[src/rtl/gf180mcu_fd_sc_mcu7t5v0__fill_act_pkg.sv]
// Shared types and constants for the active fill cell: FSM states, pattern modes
// and the Galois LFSR/MISR polynomial.
package gf180mcu_fd_sc_mcu7t5v0__fill_act_pkg;

    typedef enum logic [1:0] {
        IDLE = 2'd0,
        RUN  = 2'd1,
        DONE = 2'd2
    } state_e;

    typedef enum logic [1:0] {
        QUIET  = 2'b00,
        CHECK  = 2'b01,
        LFSR   = 2'b10,
        TOGGLE = 2'b11
    } mode_e;

    localparam int unsigned     LFSR_W    = 16;
    localparam logic [LFSR_W-1:0] LFSR_TAPS = 16'hB400;

endpackage

[src/rtl/gf180mcu_fd_sc_mcu7t5v0__fill_act_lfsr.sv]
// 16-bit right-shifting Galois register with load and advance; with din tied to zero
// it is a plain LFSR, with data on din it acts as a MISR.
module gf180mcu_fd_sc_mcu7t5v0__fill_act_lfsr
    import gf180mcu_fd_sc_mcu7t5v0__fill_act_pkg::*;
#(
    parameter logic [LFSR_W-1:0] RESET_VAL = '0
) (
    input  logic              CLK,
    input  logic              RN,
    input  logic              load,
    input  logic [LFSR_W-1:0] load_val,
    input  logic              advance,
    input  logic [LFSR_W-1:0] din,
    output logic [LFSR_W-1:0] state
);

    logic [LFSR_W-1:0] stepped;

    assign stepped = state[0] ? ({1'b0, state[LFSR_W-1:1]} ^ LFSR_TAPS)
                              :  {1'b0, state[LFSR_W-1:1]};

    // NOTE: sequential state uses non-blocking assignments so every register samples pre-edge values.
    always_ff @(posedge CLK or negedge RN) begin
        if (!RN) begin
            state <= RESET_VAL;
        end else if (load) begin
            state <= load_val;
        end else if (advance) begin
            state <= stepped ^ din;
        end
    end

endmodule

[src/rtl/gf180mcu_fd_sc_mcu7t5v0__fill_act.sv]
// Active fill cell: burst-sequenced switching pattern generator on WIDTH lanes.
// Optional MISR signature output enabled by GF180MCU_FD_SC_MCU7T5V0__FILL_ACT_SIG_EN.
module gf180mcu_fd_sc_mcu7t5v0__fill_act
    import gf180mcu_fd_sc_mcu7t5v0__fill_act_pkg::*;
#(
    parameter int unsigned       WIDTH = 8,
    parameter int unsigned       CW    = 16,
    parameter logic [LFSR_W-1:0] SEED  = 16'hACE1
) (
    input  logic             CLK,
    input  logic             RN,
    input  logic             EN,
    input  logic             START,
    input  logic [1:0]       MODE,
    input  logic [CW-1:0]    BURST,
    output logic [WIDTH-1:0] Q,
    output logic             BUSY,
    output logic             DONE
`ifdef GF180MCU_FD_SC_MCU7T5V0__FILL_ACT_SIG_EN
    ,
    output logic [15:0]      SIG
`endif
`ifdef USE_POWER_PINS
    ,
    inout  wire              VDD,
    inout  wire              VSS
`endif
);

    localparam logic [15:0] CHECK_PAT = 16'h5555;

    state_e            state, state_nxt;
    mode_e             mode_r, mode_sel;
    logic [CW-1:0]     cnt, cnt_nxt;
    logic              phase, phase_nxt;
    logic              start;
    logic [WIDTH-1:0]  pat, q_nxt;
    logic [LFSR_W-1:0] lfsr_state;
    logic              unused_lfsr_hi;

    // Upper LFSR bits only feed the feedback path, never the lanes.
    assign unused_lfsr_hi = ^lfsr_state;

    // The LFSR runs one step ahead of Q: it sits at SEED outside RUN, so the start
    // edge shows SEED while the register moves on to the next value.
    gf180mcu_fd_sc_mcu7t5v0__fill_act_lfsr #(
        .RESET_VAL(SEED)
    ) u_lfsr (
        .CLK     (CLK),
        .RN      (RN),
        .load    (state_nxt != RUN),
        .load_val(SEED),
        .advance (state_nxt == RUN),
        .din     ('0),
        .state   (lfsr_state)
    );

    // NOTE: every signal written here gets a default first, so no latches are inferred.
    always_comb begin
        start     = (state == IDLE) && EN && START;
        state_nxt = state;
        unique case (state)
            IDLE: if (start) state_nxt = RUN;
            RUN:  if (cnt == CW'(1)) state_nxt = gf180mcu_fd_sc_mcu7t5v0__fill_act_pkg::DONE;
            default: state_nxt = IDLE;
        endcase
        if (!EN) state_nxt = IDLE;

        cnt_nxt = cnt;
        if (start)                 cnt_nxt = BURST;
        else if (state_nxt != RUN) cnt_nxt = '0;
        else if (cnt != '0)        cnt_nxt = cnt - CW'(1);

        mode_sel  = start ? mode_e'(MODE) : mode_r;
        phase_nxt = start ? 1'b0 : ~phase;

        pat = '0;
        case (mode_sel)
            CHECK:   pat = phase_nxt ? ~CHECK_PAT[WIDTH-1:0] : CHECK_PAT[WIDTH-1:0];
            LFSR:    pat = lfsr_state[WIDTH-1:0];
            TOGGLE:  pat = phase_nxt ? '0 : '1;
            default: pat = '0;
        endcase
        q_nxt = (state_nxt == RUN) ? pat : '0;
    end

    always_ff @(posedge CLK or negedge RN) begin
        if (!RN) begin
            state  <= IDLE;
            mode_r <= QUIET;
            cnt    <= '0;
            phase  <= 1'b0;
            Q      <= '0;
            BUSY   <= 1'b0;
            DONE   <= 1'b0;
        end else begin
            state  <= state_nxt;
            cnt    <= cnt_nxt;
            phase  <= phase_nxt;
            Q      <= q_nxt;
            BUSY   <= (state_nxt == RUN);
            DONE   <= (state_nxt == gf180mcu_fd_sc_mcu7t5v0__fill_act_pkg::DONE);
            if (start) mode_r <= mode_e'(MODE);
        end
    end

`ifdef GF180MCU_FD_SC_MCU7T5V0__FILL_ACT_SIG_EN
    // Signature absorbs each pattern shown on Q during RUN; cleared by START.
    gf180mcu_fd_sc_mcu7t5v0__fill_act_lfsr #(
        .RESET_VAL('0)
    ) u_misr (
        .CLK     (CLK),
        .RN      (RN),
        .load    (start),
        .load_val('0),
        .advance (state == RUN),
        .din     (LFSR_W'(Q)),
        .state   (SIG)
    );
`endif

    specify
    endspecify

endmodule

[config.mk]
export PLATFORM = sky130hd
export DESIGN_NAME = gf180mcu_fd_sc_mcu7t5v0__fill_act
export DESIGN_NICKNAME = d
export VERILOG_FILES = /design/src/rtl/gf180mcu_fd_sc_mcu7t5v0__fill_act_pkg.sv /design/src/rtl/gf180mcu_fd_sc_mcu7t5v0__fill_act_lfsr.sv /design/src/rtl/gf180mcu_fd_sc_mcu7t5v0__fill_act.sv
export SDC_FILE = /design/constraint.sdc
export NUM_CORES = 1
export LEC_CHECK = 0
export CORE_ASPECT_RATIO = 1.1
export CORE_UTILIZATION = 54
export DETAILED_ROUTE_END_ITERATION = 10
export PLACE_DENSITY = 0.79
export SYNTH_ARGS = -nofsm -noshare
export SYNTH_HDL_FRONTEND = slang
export SYNTH_SLANG_ARGS = --single-unit
[constraint.sdc]
create_clock -name CLK -period 2.65 [get_ports CLK]
set_clock_uncertainty 0.1 [all_clocks]
set_input_delay 0.3975 -clock CLK [delete_from_list [all_inputs] [get_ports CLK]]
set_output_delay 0.3975 -clock CLK [all_outputs]
set_load 0.02 [all_outputs]
## Word-level counts from Yosys, hierarchy flattened

Index checks and enable logic that the tools add are counted.

- Register bits after elaboration: 47
- Bits in latches: 0
- RAM bits: 0
- ROM bits: 0
- Bits of input ports: 22
- Output and inout bits: 10
- Word-level logic and storage cells: 41
- Memories kept: 0

- $add $sub $neg: 1
- Multiply operators: 0
- Div/mod/pow operators: 0
- Magnitude comparators: 0
- Equal/unequal tests: 8
- Shift operators: 0
- Mux-type cells: 16
- Bitwise gates (word level): 2
- Reduce and logical (&&, ||, !) cells: 6

Operator list:

| operator | number |
|---|---|
| 16-bit 2-to-1 mux | 6 |
| 8-bit 2-to-1 mux | 3 |
| 8-bit one-hot mux with 3 select lines | 1 |
| 16-bit by 1-bit equality test with 1-bit output (second input constant) | 1 |
| 16-bit nonzero test | 1 |
| 16-bit by 1-bit subtractor with 16-bit output (second input constant) | 1 |
| 2-bit 2-to-1 mux | 4 |
| 2-bit by 1-bit equality test with 1-bit output (second input constant) | 3 |
| 2-bit equality test (second input constant) | 3 |
| 3-bit inverter with 4-bit output | 1 |
| 2-bit one-hot mux with 2 select lines | 1 |
| 3-bit nonzero test | 1 |
| 1-bit logical AND | 2 |
| 2-bit logical NOT | 1 |
| 2-bit by 1-bit != test with 1-bit output (second input constant) | 1 |
| 2-bit nonzero test | 1 |
| 1-bit 2-to-1 mux | 1 |
| 1-bit inverter | 1 |

## Depth between registers and ports, before layout

- Word-level depth: 9
- Mapped depth: 7
- Mapped depth without buffers: 6

## Modules after synthesis

Synthesis repeated with hierarchy kept, for this count alone.

- Cells, all modules: 266
- Area, all modules: 2,630.0 µm²

By module, submodules not included:

| module | instances | cells an instance | area each (µm²) | sequential area each (µm²) |
|---|---|---|---|---|
| gf180mcu_fd_sc_mcu7t5v0__fill_act | 1 | 176 | 1,706.6 | 775.7 |
| gf180mcu_fd_sc_mcu7t5v0__fill_act_lfsr | 1 | 90 | 923.4 | 410.4 |

## Worst setup path after synthesis

Ideal clock, no wire load.

- Path type: reg2reg
- Start point: reg cnt[1]
- End point: reg Q[1]
- Arrival: 1.653 ns
- Required time: 2.406 ns
- Slack: 0.753 ns
- Cell stages (with the launch flop): 8
- Buffers on the path: 1
- Clock period less this slack: 1.897 ns
- Cell sequence: dfrtp_1 inv_1 ha_1 nor4b_2 nand4_4 a21oi_4 buf_4 a211oi_1

- Word-level cells in the longest chain between the ends: 6

Ends and longest elaborated chain:

| what | line | text |
|---|---|---|
| start, declared | gf180mcu_fd_sc_mcu7t5v0__fill_act.sv:34 | `logic [CW-1:0] cnt, cnt_nxt;` |
| start signal, assigned | gf180mcu_fd_sc_mcu7t5v0__fill_act.sv:98 | `cnt <= cnt_nxt;` |
| 16-bit by 1-bit equality test with 1-bit output | gf180mcu_fd_sc_mcu7t5v0__fill_act.sv:64 | `RUN: if (cnt == CW'(1)) state_nxt = gf180mcu_fd_sc_mcu7t5v0__fill_act_pkg::DONE;` |
| 2-bit 2-to-1 mux | gf180mcu_fd_sc_mcu7t5v0__fill_act.sv:64 |  |
| 2-bit one-hot mux with 2 select lines | gf180mcu_fd_sc_mcu7t5v0__fill_act.sv:62 | `unique case (state)` |
| 2-bit 2-to-1 mux | gf180mcu_fd_sc_mcu7t5v0__fill_act.sv:67 | `if (!EN) state_nxt = IDLE;` |
| 2-bit by 1-bit equality test with 1-bit output | gf180mcu_fd_sc_mcu7t5v0__fill_act.sv:84 | `q_nxt = (state_nxt == RUN) ? pat : '0;` |
| 8-bit 2-to-1 mux | gf180mcu_fd_sc_mcu7t5v0__fill_act.sv:84 |  |
| via q_nxt[1] | gf180mcu_fd_sc_mcu7t5v0__fill_act.sv:37 | `logic [WIDTH-1:0] pat, q_nxt;` |
| end signal, assigned | gf180mcu_fd_sc_mcu7t5v0__fill_act.sv:100 | `Q <= q_nxt;` |
| end, declared | gf180mcu_fd_sc_mcu7t5v0__fill_act.sv:16 | `output logic [WIDTH-1:0] Q,` |

The timed path passes the listed nets, and every way through them passes these cells.
A chain may end at the register's enable or synchronous reset.

## Worst setup path in the final report

- Start point: reg cnt[1]
- End point: reg u_lfsr.state[8]

- Word-level cells in the longest chain between the ends: 6
- Elaborated cells on any way between the ends: 8

Ends and longest elaborated chain:

| what | line | text |
|---|---|---|
| 16-bit by 1-bit equality test with 1-bit output (*) | gf180mcu_fd_sc_mcu7t5v0__fill_act.sv:64 |  |
| 2-bit 2-to-1 mux (*) | gf180mcu_fd_sc_mcu7t5v0__fill_act.sv:64 |  |
| 2-bit one-hot mux with 2 select lines (*) | gf180mcu_fd_sc_mcu7t5v0__fill_act.sv:62 |  |
| 2-bit 2-to-1 mux (*) | gf180mcu_fd_sc_mcu7t5v0__fill_act.sv:67 |  |
| 2-bit by 1-bit != test with 1-bit output or 2-bit by 1-bit equality test with 1-bit output (tied branches) | gf180mcu_fd_sc_mcu7t5v0__fill_act.sv:51, gf180mcu_fd_sc_mcu7t5v0__fill_act.sv:53 |  |
| 16-bit 2-to-1 mux or 2-bit nonzero test (tied branches) | -- |  |
| end signal, assigned | gf180mcu_fd_sc_mcu7t5v0__fill_act_lfsr.sv:27 | `state <= load_val;` |
| end signal, assigned | gf180mcu_fd_sc_mcu7t5v0__fill_act_lfsr.sv:29 | `state <= stepped ^ din;` |
| end, declared | gf180mcu_fd_sc_mcu7t5v0__fill_act_lfsr.sv:14 | `output logic [LFSR_W-1:0] state` |

Every way passes the cells marked *; elsewhere a longest branch is shown, timed or not.

==> impl_metrics.py <==
metrics = {
    "setup_path": {
        "cp_num_buf_inv": 2,
        "cpLargestDelayFamily": "simple AND/OR/NAND/NOR gates",
        "cp_slowest_stage_delay_ns": 0.43,
        "start_kind": "flop",
        "path_class": "flop to flop",
        "cp.arrival_ns": 2.31,
        "crit_path_end_kind": "flop",
        "required_ns": 2.74,
        "crit_slowest_cell": "dfrtp_1",
        "worstPathMaxFanout": 26,
        "cp_cell_sequence": "inv_1 > ha_1 > nor4b_2 > nand4_4 > a21oi_4 > buf_4 > and2b_1",
    },
    "synth": {
        "ys_ff_latch": 47,
        "synth_top_family_by_area": "simple AND/OR/NAND/NOR gates",
        "synth_area_leaders": "dfrtp_1, dfstp_2, nand2_1",
        "netlist_top_cells_count": "dfrtp_1, nand2_1, a21oi_1",
        "synthAdderAreaFrac_pct": 1.63,
        "synth_flop_cell": "dfrtp_1",
        "syn_area_um2": 2300,
        "yosys.cell_count.top_type": "dfrtp_1",
        "muxShareOfSynthArea_pct": 0.871,
        "syn-num-nets": 239,
        "ys_seq_area_share_pct": 51.6,
        "synth.distinct_cells": 53,
        "yosys_warnings": 0,
        "synth_edf_count": 0,
        "yosysTopAreaCellShare_pct": 42.4,
        "synth_cells": 214,
        "synth_compound_area_share_pct": 15.1,
        "synth_xor_area_share_pct": 4.57,
        "syn-mean-instance-area_um2": 10.7,
        "postSynth.asyncResetShare_pct": 100,
        "synth_area_leader_cell": "dfrtp_1",
        "yosys.area_share.simple_pct": 22.1,
    },
    "global_routing": {
        "grtUsageMet1_pct": 30.9,
        "grt-ovfl-total": 0,
        "antenna_found_initial": 0,
        "grt_start_max_net_pins": 29,
        "grtUsageTotal_pct": 24.5,
        "grt_pass1_vias": 1793,
        "use_met2_pct": 40.9,
        "met3_usage_pct": 6.05,
        "top_usage_layer": "met2",
        "grt_pass1_wl_um": 8300,
    },
    "placement": {
        "place_congestion": 0.804,
        "dp_cells": 294,
        "hpwlAfterDp_um": 3420,
        "io_buffers": 31,
    },
    "clocking": {
        "clk_latency_ns": 0.30,
        "clock-root-buffer": "clkbuf_8",
        "cts.clk_slew.worst_paths_ns": 0.09,
        "clock_sinks": 47,
        "cts_setup_buffers": 0,
        "htree_num_levels": 2,
        "tritoncts": "built",
        "cts.path.max_buffers": 2,
        "cts-buffers-inserted": 5,
    },
    "power": {
        "p_sw_mw": 0.684,
        "ir_drop_v": 0.000415,
        "p_clk_share_pct": 25.4,
        "power.leakage_nw": 1.19,
        "sw_frac_of_total_pct": 33.0,
        "seqPwrFrac_pct": 44.0,
        "power_density_nw_per_um2": 744,
        "power.internal_mw": 1.39,
        "combPwrFrac_pct": 30.6,
    },
    "final_layout": {
        "drive_above_1_share_pct": 16.3,
        "syn_to_final_growth_pct": 21.2,
        "instances_no_fill": 303,
        "nets": 275,
        "nFillCells": 321,
        "antenna_cells": 0,
    },
    "timing": {
        "slew_headroom_pct": 52.6,
        "min_period_ns": 2.22,
        "setup_viol": 0,
        "drv_slew": 0,
        "fmaxAchievable_mhz": 450,
        "worst_pin_slew_ns": 0.704,
        "hold_viol_final": 0,
        "rsz0062_at_grt": "no",
        "period_share_pct": 83.8,
        "fin_tns_setup_ns": 0,
    },
    "drt": {
        "via_per_inst": 5.59,
        "dr.pass1.iters": 4,
        "wl_per_cell_um": 16.0,
        "drt_iter0_markers": 84,
        "antenna_left": 0,
        "drc": 0,
        "drt_wl_total_um": 4860,
        "vias": 1694,
    },
    "floorplanning": {
        "die_y_um": 70.4,
        "initial_core_util_pct": 57.2,
        "row_count": 24,
        "die_w_um": 64.2,
        "die-area_um2": 4520,
        "core_um2": 4020,
        "ios": 32,
    },
    "hold_path": {
        "worstHoldPathType": "flop to flop",
    },
    "job": {
        "maxCapViolCount": 0,
    },
    "status": {
        "status": "completed",
    },
}
==> timing repair <==
item | 4_1_cts | 5_1_grt
resized for setup | 0 | 0
endpoints found under the hold margin | 19 | 0
hold buffers | 1 | 0
==> cell usage in the layout (no fill, tap or decap), drive strengths merged, types with 3 or more instances in the layout <==
master,Yosys,final
a211oi,4,4
a21o,3,3
a21oi,12,12
a32oi,5,5
and3,3,3
buf,8,8
clkbuf,2,5
clkdlybuf4s50,0,30
dfrtp,39,39
dfstp,8,8
ha,3,3
inv,10,10
nand2,28,28
nand2b,4,4
nand4,6,6
nor2,9,9
nor2b,6,6
nor3,3,3
nor4,3,3
o21ai,5,5
o31ai,9,9
or2,6,6
xnor2,6,6
xor2,6,6
==> power groups by stage <==
stage | sequential, mW | combinational (mW) | clock, mW
floorplan | 0.918 | 0.433 | 0
global placement | 0.920 | 0.619 | 0
detailed placement | 0.926 | 0.630 | 0
CTS | 0.914 | 0.637 | 0.538
global route | 0.924 | 0.697 | 0.565
finish | 0.913 | 0.635 | 0.526
==> kinds of logic after synthesis <==
| kind of cell | count (synthesis) |
|---|---|
| fa+ha+maj | 3 |
| mux | 2 |
| xor+xnor | 12 |
| buf+inv | 20 |
| simple gates | 82 |
| compound gates | 48 |
| flops | 47 |
==> registers in the layout, indices dropped and copies added (netlist names) <==
register      count
cnt              16
u_lfsr.state     16
Q                 8
mode_r            2
state             2
BUSY              1
DONE              1
phase             1
==> final timing paths <==
kind,endpoint,start,cells past startpoint,slack [ns]
worst max-delay path,u_lfsr.state[8],cnt[1],7,0.43
worst min-delay path,u_lfsr.state[7],u_lfsr.state[8],1,0.35
worst max register to register,u_lfsr.state[8],cnt[1],7,0.43
worst min register to register,u_lfsr.state[7],u_lfsr.state[8],1,0.35
max in group asynchronous,u_lfsr.state[6],RN,3,1.23
min in group asynchronous,cnt[6],RN,2,0.46
==> metrics by stage <==
step / worst slack, ns / cell area (um2) / util, % / power (mW) / hold slack, ns
2_1_floorplan: 0.753 / 2300 / - / 1.35 / 0.00191
3_3_place_gp: 0.426 / 2660 / 66.2 / 1.54 / 0.265
3_5_place_dp: 0.383 / 2660 / 66.2 / 1.56 / 0.267
4_1_cts: 0.431 / 2790 / 69.2 / 2.09 / 0.350
5_1_grt: 0.303 / 2790 / 69.2 / 2.19 / 0.375
6_report: 0.429 / 2790 / 69.2 / 2.07 / 0.345
==> layout make-up <==
| cell class | count | area [um2] | area share, % |
|---|---|---|---|
| Sequential cell | 47 | 1190 | 42.6 |
| Tap cell | 52 | 65.1 | 2.33 |
| Multi-Input combinational cell | 147 | 1020 | 36.5 |
| Clock inverter | 3 | 43.8 | 1.57 |
| Inverter | 10 | 37.5 | 1.35 |
| Clock buffer | 5 | 68.8 | 2.47 |
| Timing Repair Buffer | 39 | 368 | 13.2 |
==> per-layer routing <==
layer,vias up,share of wire [%]
met4,0,1.4
met3,8,3.9
met2,36,50
met1,816,44
met5,-,0
li1,834,-
(Power assumes the default switching activity.)
